## src/rtl/bit_serializer_pkg.sv

```systemverilog
// Shared types and constants for the bit serializer.
// Holds the FSM state enumeration and the default word width.
package bit_serializer_pkg;

   localparam int DEFAULT_WIDTH = 8;

   typedef enum logic {
      IDLE  = 1'b0,
      SHIFT = 1'b1
   } state_t;

endpackage

```

## src/rtl/bit_serializer_if.sv

```systemverilog
// Word-offer handshake between a producer and the serializer.
// master: drives iDATA/iVALID/iLSB_FIRST, sees oREADY; slave: the reverse.
interface bit_serializer_if #(
   parameter int WIDTH = 8
) ();

   logic [WIDTH-1:0] iDATA;
   logic             iVALID;
   logic             iLSB_FIRST;
   logic             oREADY;

   modport master (
      output iDATA,
      output iVALID,
      output iLSB_FIRST,
      input  oREADY
   );

   modport slave (
      input  iDATA,
      input  iVALID,
      input  iLSB_FIRST,
      output oREADY
   );

endinterface

```

## src/rtl/bit_serializer_hold.sv

```systemverilog
// One-entry holding register in front of the shifter.
// Ports: iCLK/iRST, iWR (accept), iRD (drain to shifter), iDATA/iLSB in,
// oFULL/oDATA/oLSB out, oREADY = not full (registered).
module bit_serializer_hold #(
   parameter int WIDTH = 8
) (
   input  logic             iCLK,
   input  logic             iRST,
   input  logic             iWR,
   input  logic             iRD,
   input  logic [WIDTH-1:0] iDATA,
   input  logic             iLSB,
   output logic             oFULL,
   output logic [WIDTH-1:0] oDATA,
   output logic             oLSB,
   output logic             oREADY
);

   logic             r_full;
   logic [WIDTH-1:0] r_data;
   logic             r_lsb;

   // iWR only fires when empty and iRD only when full,
   // so the two never coincide.
   always_ff @(posedge iCLK or negedge iRST) begin
      if (!iRST) begin
         r_full <= 1'b0;
         r_data <= '0;
         r_lsb  <= 1'b0;
      end else if (iWR) begin
         r_full <= 1'b1;
         r_data <= iDATA;
         r_lsb  <= iLSB;
      end else if (iRD) begin
         r_full <= 1'b0;
      end
   end

   assign oFULL  = r_full;
   assign oDATA  = r_data;
   assign oLSB   = r_lsb;
   assign oREADY = ~r_full;

endmodule

```

## src/rtl/bit_serializer.sv

```systemverilog
// Parallel-to-serial converter, one bit per clock, per-word bit order.
// Ports: iCLK, iRST (async low), s_if (word handshake), oOUT/oACTIVE/oDONE.
module bit_serializer
   import bit_serializer_pkg::*;
#(
   parameter int WIDTH = DEFAULT_WIDTH
) (
   input  logic             iCLK,
   input  logic             iRST,
   bit_serializer_if.slave  s_if,
   output logic             oOUT,
   output logic             oACTIVE,
   output logic             oDONE
);

   localparam int CW = (WIDTH > 1) ? $clog2(WIDTH) : 1;
   localparam logic [CW-1:0] LAST = CW'(WIDTH - 1);

   state_t           r_state;
   state_t           w_next;
   logic [WIDTH-1:0] r_shift;
   logic [CW-1:0]    r_cnt;
   logic             r_lsb;

   logic             w_ready;
   logic             w_accept;
   logic             w_full;
   logic [WIDTH-1:0] w_hdata;
   logic             w_hlsb;
   logic             w_last;
   logic             w_load;

   assign w_accept    = s_if.iVALID & w_ready;
   assign s_if.oREADY = w_ready;

   bit_serializer_hold #(
      .WIDTH (WIDTH)
   ) u_hold (
      .iCLK   (iCLK),
      .iRST   (iRST),
      .iWR    (w_accept),
      .iRD    (w_load),
      .iDATA  (s_if.iDATA),
      .iLSB   (s_if.iLSB_FIRST),
      .oFULL  (w_full),
      .oDATA  (w_hdata),
      .oLSB   (w_hlsb),
      .oREADY (w_ready)
   );

   assign w_last = (r_state == SHIFT) && (r_cnt == LAST);

   // Load on the idle edge or on the edge that ends the last bit,
   // which keeps consecutive words gap-free.
   assign w_load = w_full && ((r_state == IDLE) || w_last);

   always_ff @(posedge iCLK or negedge iRST) begin
      if (!iRST) r_state <= IDLE;
      else       r_state <= w_next;
   end

   always_comb begin
      w_next = r_state;
      unique case (r_state)
         IDLE:  if (w_full)            w_next = SHIFT;
         SHIFT: if (w_last && !w_full) w_next = IDLE;
         default: w_next = IDLE;
      endcase
   end

   always_comb begin
      oOUT    = 1'b0;
      oACTIVE = 1'b0;
      oDONE   = 1'b0;
      if (r_state == SHIFT) begin
         oACTIVE = 1'b1;
         oOUT    = r_lsb ? r_shift[0] : r_shift[WIDTH-1];
         oDONE   = w_last;
      end
   end

   // The current bit always sits at one end of the shifter;
   // the shift direction follows the captured bit order.
   always_ff @(posedge iCLK or negedge iRST) begin
      if (!iRST) begin
         r_shift <= '0;
         r_cnt   <= '0;
         r_lsb   <= 1'b0;
      end else if (w_load) begin
         r_shift <= w_hdata;
         r_lsb   <= w_hlsb;
         r_cnt   <= '0;
      end else if (r_state == SHIFT) begin
         if (w_last) begin
            r_shift <= '0;
            r_cnt   <= '0;
         end else begin
            r_shift <= r_lsb ? (r_shift >> 1) : (r_shift << 1);
            r_cnt   <= r_cnt + 1'b1;
         end
      end
   end

endmodule
```

## src/flat_wrapper.sv

```systemverilog
// flat-port wrapper written by rule: the top's interface ports become plain ports
module bit_serializer_flat import bit_serializer_pkg::*;
#(
   parameter int WIDTH = DEFAULT_WIDTH
)
  (iCLK, iRST, oOUT, oACTIVE, oDONE, s_if_iDATA, s_if_iVALID, s_if_iLSB_FIRST, s_if_oREADY);
  bit_serializer_if #(.WIDTH(WIDTH)) s_if_i ();
  input  logic iCLK;
  input  logic iRST;
  output logic oOUT;
  output logic oACTIVE;
  output logic oDONE;
  input wire logic [$bits(s_if_i.iDATA)-1:0] s_if_iDATA;
  input wire logic [$bits(s_if_i.iVALID)-1:0] s_if_iVALID;
  input wire logic [$bits(s_if_i.iLSB_FIRST)-1:0] s_if_iLSB_FIRST;
  output wire logic [$bits(s_if_i.oREADY)-1:0] s_if_oREADY;
  assign s_if_i.iDATA = s_if_iDATA;
  assign s_if_i.iVALID = s_if_iVALID;
  assign s_if_i.iLSB_FIRST = s_if_iLSB_FIRST;
  assign s_if_oREADY = s_if_i.oREADY;
  bit_serializer #(.WIDTH(WIDTH)) u_core (.iCLK(iCLK), .iRST(iRST), .s_if(s_if_i), .oOUT(oOUT), .oACTIVE(oACTIVE), .oDONE(oDONE));
endmodule
```

## config.mk

```make
export PLATFORM = sky130hd
export DESIGN_NAME = bit_serializer_flat
export DESIGN_NICKNAME = d
export VERILOG_FILES = /design/src/rtl/bit_serializer_pkg.sv /design/src/rtl/bit_serializer_if.sv /design/src/rtl/bit_serializer_hold.sv /design/src/rtl/bit_serializer.sv /design/src/flat_wrapper.sv
export SDC_FILE = /design/constraint.sdc
export NUM_CORES = 1
export LEC_CHECK = 0
export CAP_MARGIN = 20
export CORE_MARGIN = 4
export CORE_UTILIZATION = 55
export DETAILED_ROUTE_END_ITERATION = 10
export GPL_TIMING_DRIVEN = 0
export PLACE_DENSITY = 0.83
export SYNTH_ARGS = -nofsm -noshare
export SYNTH_HDL_FRONTEND = slang
export SYNTH_SLANG_ARGS = --single-unit
```

## constraint.sdc

```tcl
create_clock -name iCLK -period 2.83 [get_ports iCLK]
set_clock_uncertainty 0.2 [all_clocks]
set_input_delay 0.566 -clock iCLK [delete_from_list [all_inputs] [get_ports iCLK]]
set_output_delay 0.566 -clock iCLK [all_outputs]
set_load 0.005 [all_outputs]
```

==> run_results.csv <==
group,metric,value,unit
synthesis,synth_commonest_cells,"23 x dfrtp_1, 9 x mux2_1, 8 x a221o_1, 8 x mux2i_1, 6 x nor2_1",
setup_path,cpMaxStageDelayCell,"dfrtp_1",
grt,grt_pass1_vias,717,
timing,slew_headroom,70.0,%
synthesis,synth_warnings,0,
cts,clockBufferDepth,2,
setup_path,end_kind,"primary output",
timing,rsz0062_at_grt,"false",
setup_path,criticalPathCategory,"register to primary output",
cts,cts_tree,"done",
setup_path,cp-start-kind,"register",
placement,gp_congestion,0.732,
flow_run,cap_violations,0,
setup_path,worstPathCellList,"ha_1 > ha_1 > and2_1 > clkdlybuf4s50_1",
floorplanning,initial_core_util,58.6,%
layout,fillers,123,
cts,root_buffer,"clkbuf_4",
setup_path,path_common_cell,"ha_1",
timing,setup_violations,0,
setup_path,required,2.06,ns
synthesis,ys_seq_area_share,56.3,%
synthesis,async_reset_ff_share,100,%
cts,cts.sinks,23,
cts,htree_levels,1,
synthesis,ys_ff_latch,23,
routing,drtIter0Drc,14,
placement,io_buffers,15,
synthesis,syn_inst,77,
layout,regArea,576,sq um
synthesis,yosysTopAreaCell,"dfrtp_1",
grt,grtUsageTotal,16.2,%
synthesis,synth.top_cell.area_share,56.3,%
floorplanning,io_pins,16,
synthesis,avgSynthCellArea,13.3,sq um
cts,clk_latency,0.32,ns
synthesis,synthTopCellsByArea,"dfrtp_1 56%, mux2_1 9.9%, a221o_1 7.8%",
grt,grt_start_max_net_pins,24,
routing,dr.pass1.iters,4,
floorplanning,placementRows,15,
timing,final_hold_viol_count,0,
routing,drtAntennaViolNets,0,
layout,antenna_cells,0,
setup_path,crit_start,"u_core.r_cnt[0]$_DFFE_PN0P_",
pwr,leakage,0.582,nW
setup_path,slowest_delay,0.43,ns
layout,nets,112,
synthesis,synth_area,0.00102,sq mm
timing,worst_pin_slew,0.450,ns
layout,area_growth,22.9,%
grt,grt_pass1_wl,3.10,mm
floorplanning,dieArea,0.00261,sq mm
pwr,power.density,1010,mW/mm^2
floorplanning,core,0.00175,sq mm
routing,vias,683,
layout,drive_gt1_share,13.4,%
synthesis,synth-edff-count,0,
timing,fin_tns_setup,0,ns
setup_path,worstPathArrival,1.72,ns
pwr,ir_worst_vdd,0.000543,V
floorplanning,die_w,51.1,um
layout,design_area,0.00126,sq mm
routing,viasPerCell,5.60,
timing,maxSlewViolCount,0,
layout,multiInputGateArea,428,sq um
routing,wl_per_cell,14.5,um
grt,grt_antenna_before_repair,0,
min_path,hold_class,"primary input to asynchronous set/reset pin",
synthesis,synthFlopType,"dfrtp_1",
routing,post-route-drc-count,0,
synthesis,yosysMostFrequentCell,"dfrtp_1",
grt,grt_overflow,0,
cts,path_clk_slew,0.13,ns
status,status,"finished clean",
routing,totalWireLength,1.77,mm
placement,placed_area,0.00120,sq mm
placement,hpwl,1.28,mm
setup_path,r2r-start,"u_core.r_cnt[0]$_DFFE_PN0P_",
floorplanning,die_h,51.1,um
cts,cts_inserted_buffers,3,
setup_path,worst-path-max-fanout,3,
cts,cts_setup_buffers,0,
cts,postCtsResizedCells,0,
synthesis,syn_nets,91,
timing,fmax,0.402,GHz
synthesis,synth_cell_types,21,
timing,period_needed,2.49,ns
setup_path,r2r_setup_slack,1.04,ns
cts,ctsHoldBuffers,0,
timing,period_share,88.0,%
per-layer routing:
layer / routed length [um] / GRT usage (%)
met5: 0 / 0
met4: 23 / 6.73
met3: 94 / 3.79
met2: 907 / 29.0
met1: 745 / 18.3
kinds of logic after synthesis:
logic type      Yosys count  synth area share (%)
buf+inv                   4                  1.84
simple gates             18                  9.79
compound gates           12                  10.4
mux                      18                  19.2
flops                    23                  56.3
fa+ha+maj                 2                  2.45
per-stage QoR:
stage          total power [mW]  util (%)  hold slack (ns)  std cells  setup slack, ns
3_5_place_dp               1.13      69.0            0.279        117            0.694
6_report                   1.27      72.0            0.210        122            0.341
2_1_floorplan             0.960         -           0.0704         77             1.15
3_3_place_gp               1.09      69.0            0.273        117            0.707
5_1_grt                    1.36      72.0            0.203        122            0.269
4_1_cts                    1.28      70.5            0.308        121            0.318
worst max-delay path: cells and delay by family, from the launching register on:
kind / cells / cell delay, ns
and+or+nand+nor: 1 / 0.15
buffers and inverters: 1 / 0.43
DFF: 1 / 0.43
adders and majority gates: 2 / 0.40
area by class of cell:
type                       count  share of cell area [%]
buffer                         3                    1.20
inverter                       1                   0.299
clock buffer                   3                    1.79
timing repair buffer          16                    13.9
sequential                    23                    45.8
clock inverter                 1                   0.398
multi-input combinational     50                    34.1
tap                           25                    2.49
final timing paths:
kind | endpoint | depth (start not counted)
min in group iCLK | u_core.u_hold.oDATA[3]$_DFFE_PN0P_ | 1
worst min-delay path | u_core.r_cnt[2]$_DFFE_PN0P_ | 1
max in group asynchronous | u_core.u_hold.oDATA[0]$_DFFE_PN0P_ | 2
worst max register to register | u_core.r_shift[7]$_DFFE_PN0P_ | 5
worst min register to register | u_core.u_hold.oDATA[3]$_DFFE_PN0P_ | 1
worst max-delay path | oDONE | 4
cell usage in the layout, fill, tap and decap left out, types with 2 or more instances in the layout:
master,netlist,final
o21ai_1,2,2
mux2_1,9,9
buf_2,3,3
nor2b_1,2,2
ha_1,2,2
nor2_1,6,6
dfrtp_1,23,23
mux2i_1,8,8
a221o_1,8,8
nand2_1,3,3
clkbuf_4,0,3
clkdlybuf4s50_1,0,15
power by group:
group / internal [mW] / switching [mW]
registers: 0.479 / 0.101
clock network: 0.0529 / 0.102
logic: 0.299 / 0.231
registers in the layout, summed over array words and instances (netlist names):
register,count
u_core.r_shift,8
u_core.r_cnt,3
u_core.r_state,1
u_core.u_hold.oFULL,1
u_core.u_hold.oDATA,8
u_core.r_lsb,1
u_core.u_hold.oLSB,1
(Power assumes the default switching activity.)
